$ cat src/rtl/integrator_seq_ctrl.sv
// ============================================================================
// integrator_seq_ctrl -- frame sequencer for an integrate-and-dump datapath.
// Optional feature macro: INTEG_CTRL_AUTO_RESTART_EN (DONE re-enters RUN).
// Revision: 1.0
// ============================================================================
`default_nettype none

module integrator_seq_ctrl #(
   parameter int word_length = 8,
   parameter int latency     = 4
) (
   input  logic                   clock,
   input  logic                   reset,
   input  logic                   start,
   input  logic                   abort,
   input  logic [word_length-1:0] frame_len,
   output logic                   hold,
   output logic                   LSB_flag,
   output logic                   dump,
   output logic                   done,
   output logic                   busy,
   output logic [word_length-1:0] sample_count
);

   localparam logic [1:0] c_IDLE  = 2'd0;
   localparam logic [1:0] c_RUN   = 2'd1;
   localparam logic [1:0] c_FLUSH = 2'd2;
   localparam logic [1:0] c_DONE  = 2'd3;

   localparam logic [3:0]             c_LAT_M1 = 4'(latency - 1);
   localparam logic [word_length-1:0] c_ONE    = {{(word_length-1){1'b0}}, 1'b1};
   localparam logic [word_length-1:0] c_ZERO   = '0;

   logic [1:0]             r_state;
   logic [word_length-1:0] r_len;
   logic [word_length-1:0] r_cnt;
   logic [3:0]             r_flush;
   logic                   r_hold;
   logic                   r_lsb;
   logic                   r_dump;
   logic                   r_done;
   logic                   r_busy;

   logic [1:0]             w_next_state;
   logic [word_length-1:0] w_next_len;
   logic [word_length-1:0] w_next_cnt;
   logic [word_length-1:0] w_cnt_inc;
   logic [3:0]             w_next_flush;
   logic                   w_first;

   assign w_cnt_inc = r_cnt + c_ONE;

   always_comb begin
      w_next_state = r_state;
      w_next_len   = r_len;
      w_next_cnt   = r_cnt;
      w_next_flush = r_flush;
      w_first      = 1'b0;
      case (r_state)
         c_IDLE: begin
            if (start && !abort && (frame_len != c_ZERO)) begin
               w_next_state = c_RUN;
               w_next_len   = frame_len;
               w_next_cnt   = c_ZERO;
               w_first      = 1'b1;
            end
         end
         c_RUN: begin
            // The sample presented in this cycle is accepted even when aborting.
            w_next_cnt = w_cnt_inc;
            if (abort) begin
               w_next_state = c_IDLE;
            end else if (w_cnt_inc == r_len) begin
               w_next_state = c_FLUSH;
               w_next_flush = c_LAT_M1;
            end
         end
         c_FLUSH: begin
            if (abort) begin
               w_next_state = c_IDLE;
            end else if (r_flush == 4'd0) begin
               w_next_state = c_DONE;
            end else begin
               w_next_flush = r_flush - 4'd1;
            end
         end
         c_DONE: begin
`ifdef INTEG_CTRL_AUTO_RESTART_EN
            w_next_state = c_RUN;
            w_next_cnt   = c_ZERO;
            w_first      = 1'b1;
`else
            w_next_state = c_IDLE;
`endif
         end
         default: begin
            w_next_state = c_IDLE;
         end
      endcase
   end

   // Outputs are derived from the next state so they align with the state register.
   always_ff @(posedge clock) begin
      if (!reset) begin
         r_state <= c_IDLE;
         r_len   <= c_ZERO;
         r_cnt   <= c_ZERO;
         r_flush <= 4'd0;
         r_hold  <= 1'b1;
         r_lsb   <= 1'b0;
         r_dump  <= 1'b0;
         r_done  <= 1'b0;
         r_busy  <= 1'b0;
      end else begin
         r_state <= w_next_state;
         r_len   <= w_next_len;
         r_cnt   <= w_next_cnt;
         r_flush <= w_next_flush;
         r_hold  <= (w_next_state != c_RUN);
         r_lsb   <= w_first;
         r_dump  <= (w_next_state == c_DONE);
         r_done  <= (w_next_state == c_DONE);
         r_busy  <= (w_next_state != c_IDLE);
      end
   end

   assign hold         = r_hold;
   assign LSB_flag     = r_lsb;
   assign dump         = r_dump;
   assign done         = r_done;
   assign busy         = r_busy;
   assign sample_count = r_cnt;

endmodule

`default_nettype wire

$ cat config.mk
export PLATFORM = sky130hd
export DESIGN_NAME = integrator_seq_ctrl
export DESIGN_NICKNAME = d
export VERILOG_FILES = /design/src/rtl/integrator_seq_ctrl.sv
export SDC_FILE = /design/constraint.sdc
export NUM_CORES = 1
export LEC_CHECK = 0
export ABC_AREA = 1
export BUFFER_PORTS_ARGS = -buffer_cell sky130_fd_sc_hd__buf_2
export CAP_MARGIN = 30
export CORE_ASPECT_RATIO = 0.6
export CORE_MARGIN = 2
export CORE_UTILIZATION = 49
export CTS_CLUSTER_SIZE = 25
export DETAILED_ROUTE_END_ITERATION = 8
export MAX_ROUTING_LAYER = met4
export PLACE_DENSITY_LB_ADDON = 0.12
export RECOVER_POWER = 100
export SLEW_MARGIN = 10
export SYNTH_ARGS = -nofsm -noshare
export SYNTH_HDL_FRONTEND = slang
export SYNTH_SLANG_ARGS = --single-unit
$ cat constraint.sdc
create_clock -name clock -period 1.9 [get_ports clock]
set_clock_uncertainty 0.15 [all_clocks]
set_input_delay 0.095 -clock clock [delete_from_list [all_inputs] [get_ports clock]]
set_output_delay 0.095 -clock clock [all_outputs]
set_load 0.03 [all_outputs]
==> flow_summary.yaml, run 1 <==
outcome:
  status: "finished with violations"
  violations: "setup timing"
placement:
  port_buffers: 24
  place_hpwl_um: 2672
  place_congestion: 0.8970
  place_area_um2: 1610
run:
  maxCapViolCount: 0
global_route:
  grt_pass1_vias: 1352
  grt_pass1_wl_um: 5885
  track_usage_pct: 24.28
  antenna_found_initial: 0
  grt-ovfl-total: 0
  grt_max_degree: 16
min_path:
  hp-class: "primary input to flop"
die:
  initial_core_util_pct: 50.22
  rows: 15
  dieArea_um2: 3345
  core_area_um2: 2815
  die_y_um: 45.61
  io_pins: 25
  die_w_um: 73.35
critical_path:
  endpoint_kind: "flop"
  cp_max_fo: 6
  cp.arrival_ps: 1990
  critPathTopFamily: "simple AND/OR/NAND/NOR gates"
  crit_chain: "ha_4, nand2_4, nor2_4, nand3_2, nand3_2, nand2_2, nor2_2, nand3_2, nand2_4, nand3_4, nand2_1, nand2_1, nor2_1"
  criticalPathCategory: "flop to flop"
  slowest_delay_ps: 390
  crit_required_ps: 1970
  crit_top_cell: "nand3_2"
  slowest_stage: "dfxtp_4"
  critPathLaunchType: "flop"
  path_buf_inv: 0
clock_network:
  clkLatencyLatePin_ps: 270
  cts-root-buf: "clkbuf_8"
  cts.reportedPaths.clkPinSlew_ps: 90
  cts.sinks: 26
  numCtsBuffers: 3
  cts_max_level: 1
  clock_path_buffers: 2
  tritoncts: "built"
timing:
  tns_ps: -35.73
  slew_violations: 0
  rsz0062_at_grt: "true"
  tightest_slew_ps: 372.2
  setup_violations: 2
  fin_ws_ps: -19.80
  slew_headroom_pct: 75.29
  period_needed_ps: 1920
  fmax_mhz: 520.9
  hold_viol: 0
  finalCritPeriodShare_pct: 101.0
finish:
  n_fill_cell: 253
  finalNetCount: 269
  antennaDiodeCount: 0
  final_core_util_pct: 66.27
  design_area_um2: 1866
  areaGrowthSynthToFinish_pct: 31.95
  final_common_cell: "nand2_1"
  layout_common_cells: "nand2_1 (44), inv_1 (26), dfxtp_1 (21), nor2_1 (21), nand3_1 (18)"
  drive_gt1_share_pct: 25.59
power_and_ir_drop:
  p_leak_nw: 0.8250
  vdd_drop_max_uv: 419.1
  powerDensity_nw_per_um2: 607.5
synth:
  syn_avg_cell_area_um2: 6.765
  yosys.area.top_type_share_pct: 36.81
  synth_top_area_cell: "dfxtp_1"
  syn_area_um2: 1414
  synthesis.nets: 223
  synth-edff-count: 0
  synth.distinct_cells: 27
  synth-seq-cells: 26
  ys_warn_count: 0
  synth_area_leaders: "dfxtp_1 (37%), nand2_1 (13%), nand3_1 (7.8%)"
  ys.flop_type: "dfxtp_1"
  ys_seq_area_share_pct: 36.81
  synth_cells: 209
  async_flop_share_pct: 0
detailed_routing:
  drtAntennaViolNets: 0
  drt_pass1_iterations: 4
  wl_per_cell_um: 13.23
  avgViaCountPerCell: 5.191
  totalWireLength_um: 3811
  drc_errors: 0
  num_vias: 1495
  drt_first_iter_violations: 63
kinds of logic (layout without fill, tap and decap cells):
logic type / count (synthesis) / after routing / share of synthesized area (%)
AO/OA/AOI/OAI: 26 / 26 / 9.646
XOR/XNOR: 3 / 3 / 1.859
adder cells (fa/ha/maj): 2 / 2 / 1.770
buffers and inverters: 32 / 77 / 8.850
flip-flops: 26 / 26 / 36.81
AND/OR/NAND/NOR: 120 / 120 / 41.06
cell usage after synthesis, types with 2 or more instances:
master	instances
nand2_1	50
ha_1	2
nor2_2	3
nand2_2	3
o21ai_0	9
nor4_1	2
nand4_1	7
inv_1	27
clkbuf_1	2
xor2_1	2
a21oi_1	15
dfxtp_1	26
nand3_2	4
nand3_1	22
nor2_1	23
registers in the layout, summed over array words and instances (netlist names):
name	flops
LSB_flag	1
done	1
r_flush	4
r_state	2
r_len	8
sample_count	8
hold	1
busy	1
worst paths after layout:
check	startpoint	to	slack [ps]	depth (start not counted)
min	frame_len[2]	r_len[2]$_SDFFE_PN0P_	20	3
max reg2reg	sample_count[1]$_SDFFE_PN0P_	r_flush[1]$_SDFFE_PN0P_	-20	13
min reg2reg	r_len[7]$_SDFFE_PN0P_	r_len[7]$_SDFFE_PN0P_	350	2
max	sample_count[1]$_SDFFE_PN0P_	r_flush[1]$_SDFFE_PN0P_	-20	13
power by group:
group	internal [mW]	switching [mW]	total, mW
Sequential	0.557	0.0119	0.569
Combinational	0.0594	0.0908	0.150
Clock	0.229	0.184	0.414
Total	0.846	0.287	1.13
stage by stage:
stage                     hold WS (ps)  worst slack [ps]  power [mW]  std cells
after floorplan                  88.42             20.80      0.6706        209
after global placement           211.9             19.23      0.7151        269
after detailed placement         221.9            -39.72      0.7178        269
after CTS                        6.245             11.46       1.139        281
after global routing             28.38            -132.7       1.175        288
final                            16.46            -19.80       1.133        288
routing by layer:
metal	global-route usage, %	vias up	wire (um)
met5	-	-	0
met4	8.364	0	35
met3	6.195	4	241
met2	35.50	48	1677
met1	32.84	682	1857
li1	-	761	-
final cells by class:
| class | count | area [um2] | area share (%) |
|---|---|---|---|
| multi-input cells | 151 | 833.3 | 44.67 |
| well taps | 34 | 42.54 | 2.280 |
| repair buffers | 45 | 279.0 | 14.96 |
| flip-flops and latches | 26 | 539.3 | 28.91 |
| clock buffers | 4 | 66.31 | 3.555 |
| inverters | 28 | 105.1 | 5.634 |
tightest hold or removal path: cells and delay by family:
kind | cells | cell delay (ps)
AO/OA/AOI/OAI | 2 | 220
buffers and inverters | 1 | 90
repair_timing:
action	CTS	global route
pin swaps	0	7
hold buffers	8	0
endpoints found under the setup margin	8	13
gates resized for setup	4	19
hold endpoints to repair	7	0
buffers inserted	0	7
No activity file was read; power rests on OpenSTA's default activity.
==> run 2: changes to the inputs <==
- SKIP_CTS_REPAIR_TIMING: default -> 1
==> run 2 against run 1 <==
Sequential share of layout area grew 0.97 points. Worst hold slack lost 48 ps. The run ends with hold timing, setup timing left. Cell area is 3.0% lower. Largest power group unchanged. Critical endpoint unchanged. Highest routed layer unchanged. Setup slack lost 13 ps. Die area stayed put. Critical path depth unchanged. Non-clock buffer count is 7 lower. Final cell count is 2.4% lower. Register-to-register slack is essentially flat. Routed wire length down 3.6%.
==> flow_summary.yaml, run 2 (same netlist as run 1, synthesis figures left out) <==
outcome:
  violations: "hold timing, setup timing"
  status: "finished with violations"
global_route:
  grt_pass1_vias: 1303
  grt-ovfl-total: 0
  grt_pass1_wl_um: 5733
  antenna_found_initial: 0
  track_usage_pct: 23.69
  grt_max_degree: 16
finish:
  register_area_um2: 540.5
  antennaDiodeCount: 0
  layout_common_cells: "nand2_1 (44), inv_1 (26), nor2_1 (21)"
  multi_input_area_um2: 828.3
  n_fill_cell: 264
  finalNetCount: 262
  areaGrowthSynthToFinish_pct: 27.96
  final_core_util_pct: 64.27
  fin_cells: 281
  drive_gt1_share_pct: 27.94
  final_common_cell: "nand2_1"
placement:
  pre_cts_slack_ps: -39.72
  place_congestion: 0.8970
  place_hpwl_um: 2672
  numPlacedInstances: 269
  port_buffers: 24
clock_network:
  cts.sinks: 26
  numCtsBuffers: 3
  cts.reportedPaths.clkPinSlew_ps: 90
  clock_path_buffers: 2
  cts-root-buf: "clkbuf_8"
  clkLatencyLatePin_ps: 270
  cts_max_level: 1
  tritoncts: "built"
die:
  initial_core_util_pct: 50.22
  io_pins: 25
  die_w_um: 73.35
  dieArea_um2: 3345
  die_y_um: 45.61
  core_area_um2: 2815
  rows: 15
detailed_routing:
  drtAntennaViolNets: 0
  drt_pass1_iterations: 5
  totalWireLength_um: 3675
  num_vias: 1450
  wl_per_cell_um: 13.08
  avgViaCountPerCell: 5.160
  drt_first_iter_violations: 61
  drc_errors: 0
power_and_ir_drop:
  powerDensity_nw_per_um2: 621.8
  p_total_mw: 1.125
  p_leak_nw: 0.8181
  vdd_drop_max_uv: 414.0
timing:
  period_needed_ps: 1932
  slew_violations: 0
  finalCritPeriodShare_pct: 101.7
  fmax_mhz: 517.5
  hold_ws_ps: -31.64
  hold_viol: 4
  tns_ps: -48.27
  slew_headroom_pct: 75.72
  rsz0062_at_grt: "true"
  tightest_slew_ps: 365.7
  fin_ws_ps: -32.37
  setup_violations: 3
critical_path:
  crit_required_ps: 1970
  critPathLaunchType: "flop"
  endpoint_kind: "flop"
  criticalPathCategory: "flop to flop"
  cp.arrival_ps: 2000
  cp_max_fo: 6
min_path:
  hp-class: "primary input to flop"
run:
  maxCapViolCount: 0
-- run 2: cell count changes in the layout (fill, tap and decap cells not counted), sizes merged --
cell         before  now
buf              25   30
clkbuf           16    9
dlygate4sd3       8    3
-- run 2: layout make-up --
| cell class | count | area share, % |
|---|---|---|
| multi-input cells | 151 | 45.78 |
| flip-flops and latches | 26 | 29.88 |
| well taps | 34 | 2.351 |
| repair buffers | 38 | 12.52 |
| clock buffers | 4 | 3.665 |
| inverters | 28 | 5.809 |
-- run 2: per-layer routing --
layer	vias up	part of all wire (%)	global-route usage, %
met1	648	51	32.97
met2	50	42	33.15
met3	8	5.5	6.195
met5	-	0	-
met4	0	2.1	8.364
li1	744	-	-
-- run 2: metrics by stage --
stage / cell area (um2) / hold WS [ps]
after floorplan: 1423 / 88.42
after global placement: 1610 / 211.9
after detailed placement: 1610 / 221.9
after CTS: 1677 / -72.43
after global routing: 1809 / 2.528
final: 1809 / -31.64
-- run 2: path summary, 6_finish.rpt --
check / start / to / slack, ps / depth (start not counted)
hold reg to reg: r_len[7]$_SDFFE_PN0P_ / r_len[7]$_SDFFE_PN0P_ / 340 / 2
setup reg to reg: sample_count[1]$_SDFFE_PN0P_ / r_flush[1]$_SDFFE_PN0P_ / -30 / 13
hold / removal: frame_len[5] / r_len[5]$_SDFFE_PN0P_ / -30 / 3
setup / recovery: sample_count[1]$_SDFFE_PN0P_ / r_flush[1]$_SDFFE_PN0P_ / -30 / 13
-- run 2: where the power goes --
| group | switching (mW) | internal, mW | total (mW) |
|---|---|---|---|
| Sequential | 0.0115 | 0.557 | 0.569 |
| Clock | 0.183 | 0.229 | 0.412 |
| Combinational | 0.0891 | 0.0550 | 0.144 |
| Total | 0.283 | 0.842 | 1.12 |
-- run 2: worst max-delay path, cell delays in order (launching register included) --
cell	delay, ps
dfxtp_4	380
ha_4	180
nand2_4	80
nor2_4	160
nand3_2	110
nand3_2	90
nand2_2	50
nor2_2	90
nand3_2	120
nand2_4	130
nand3_4	100
nand2_1	90
nand2_1	50
nor2_1	90
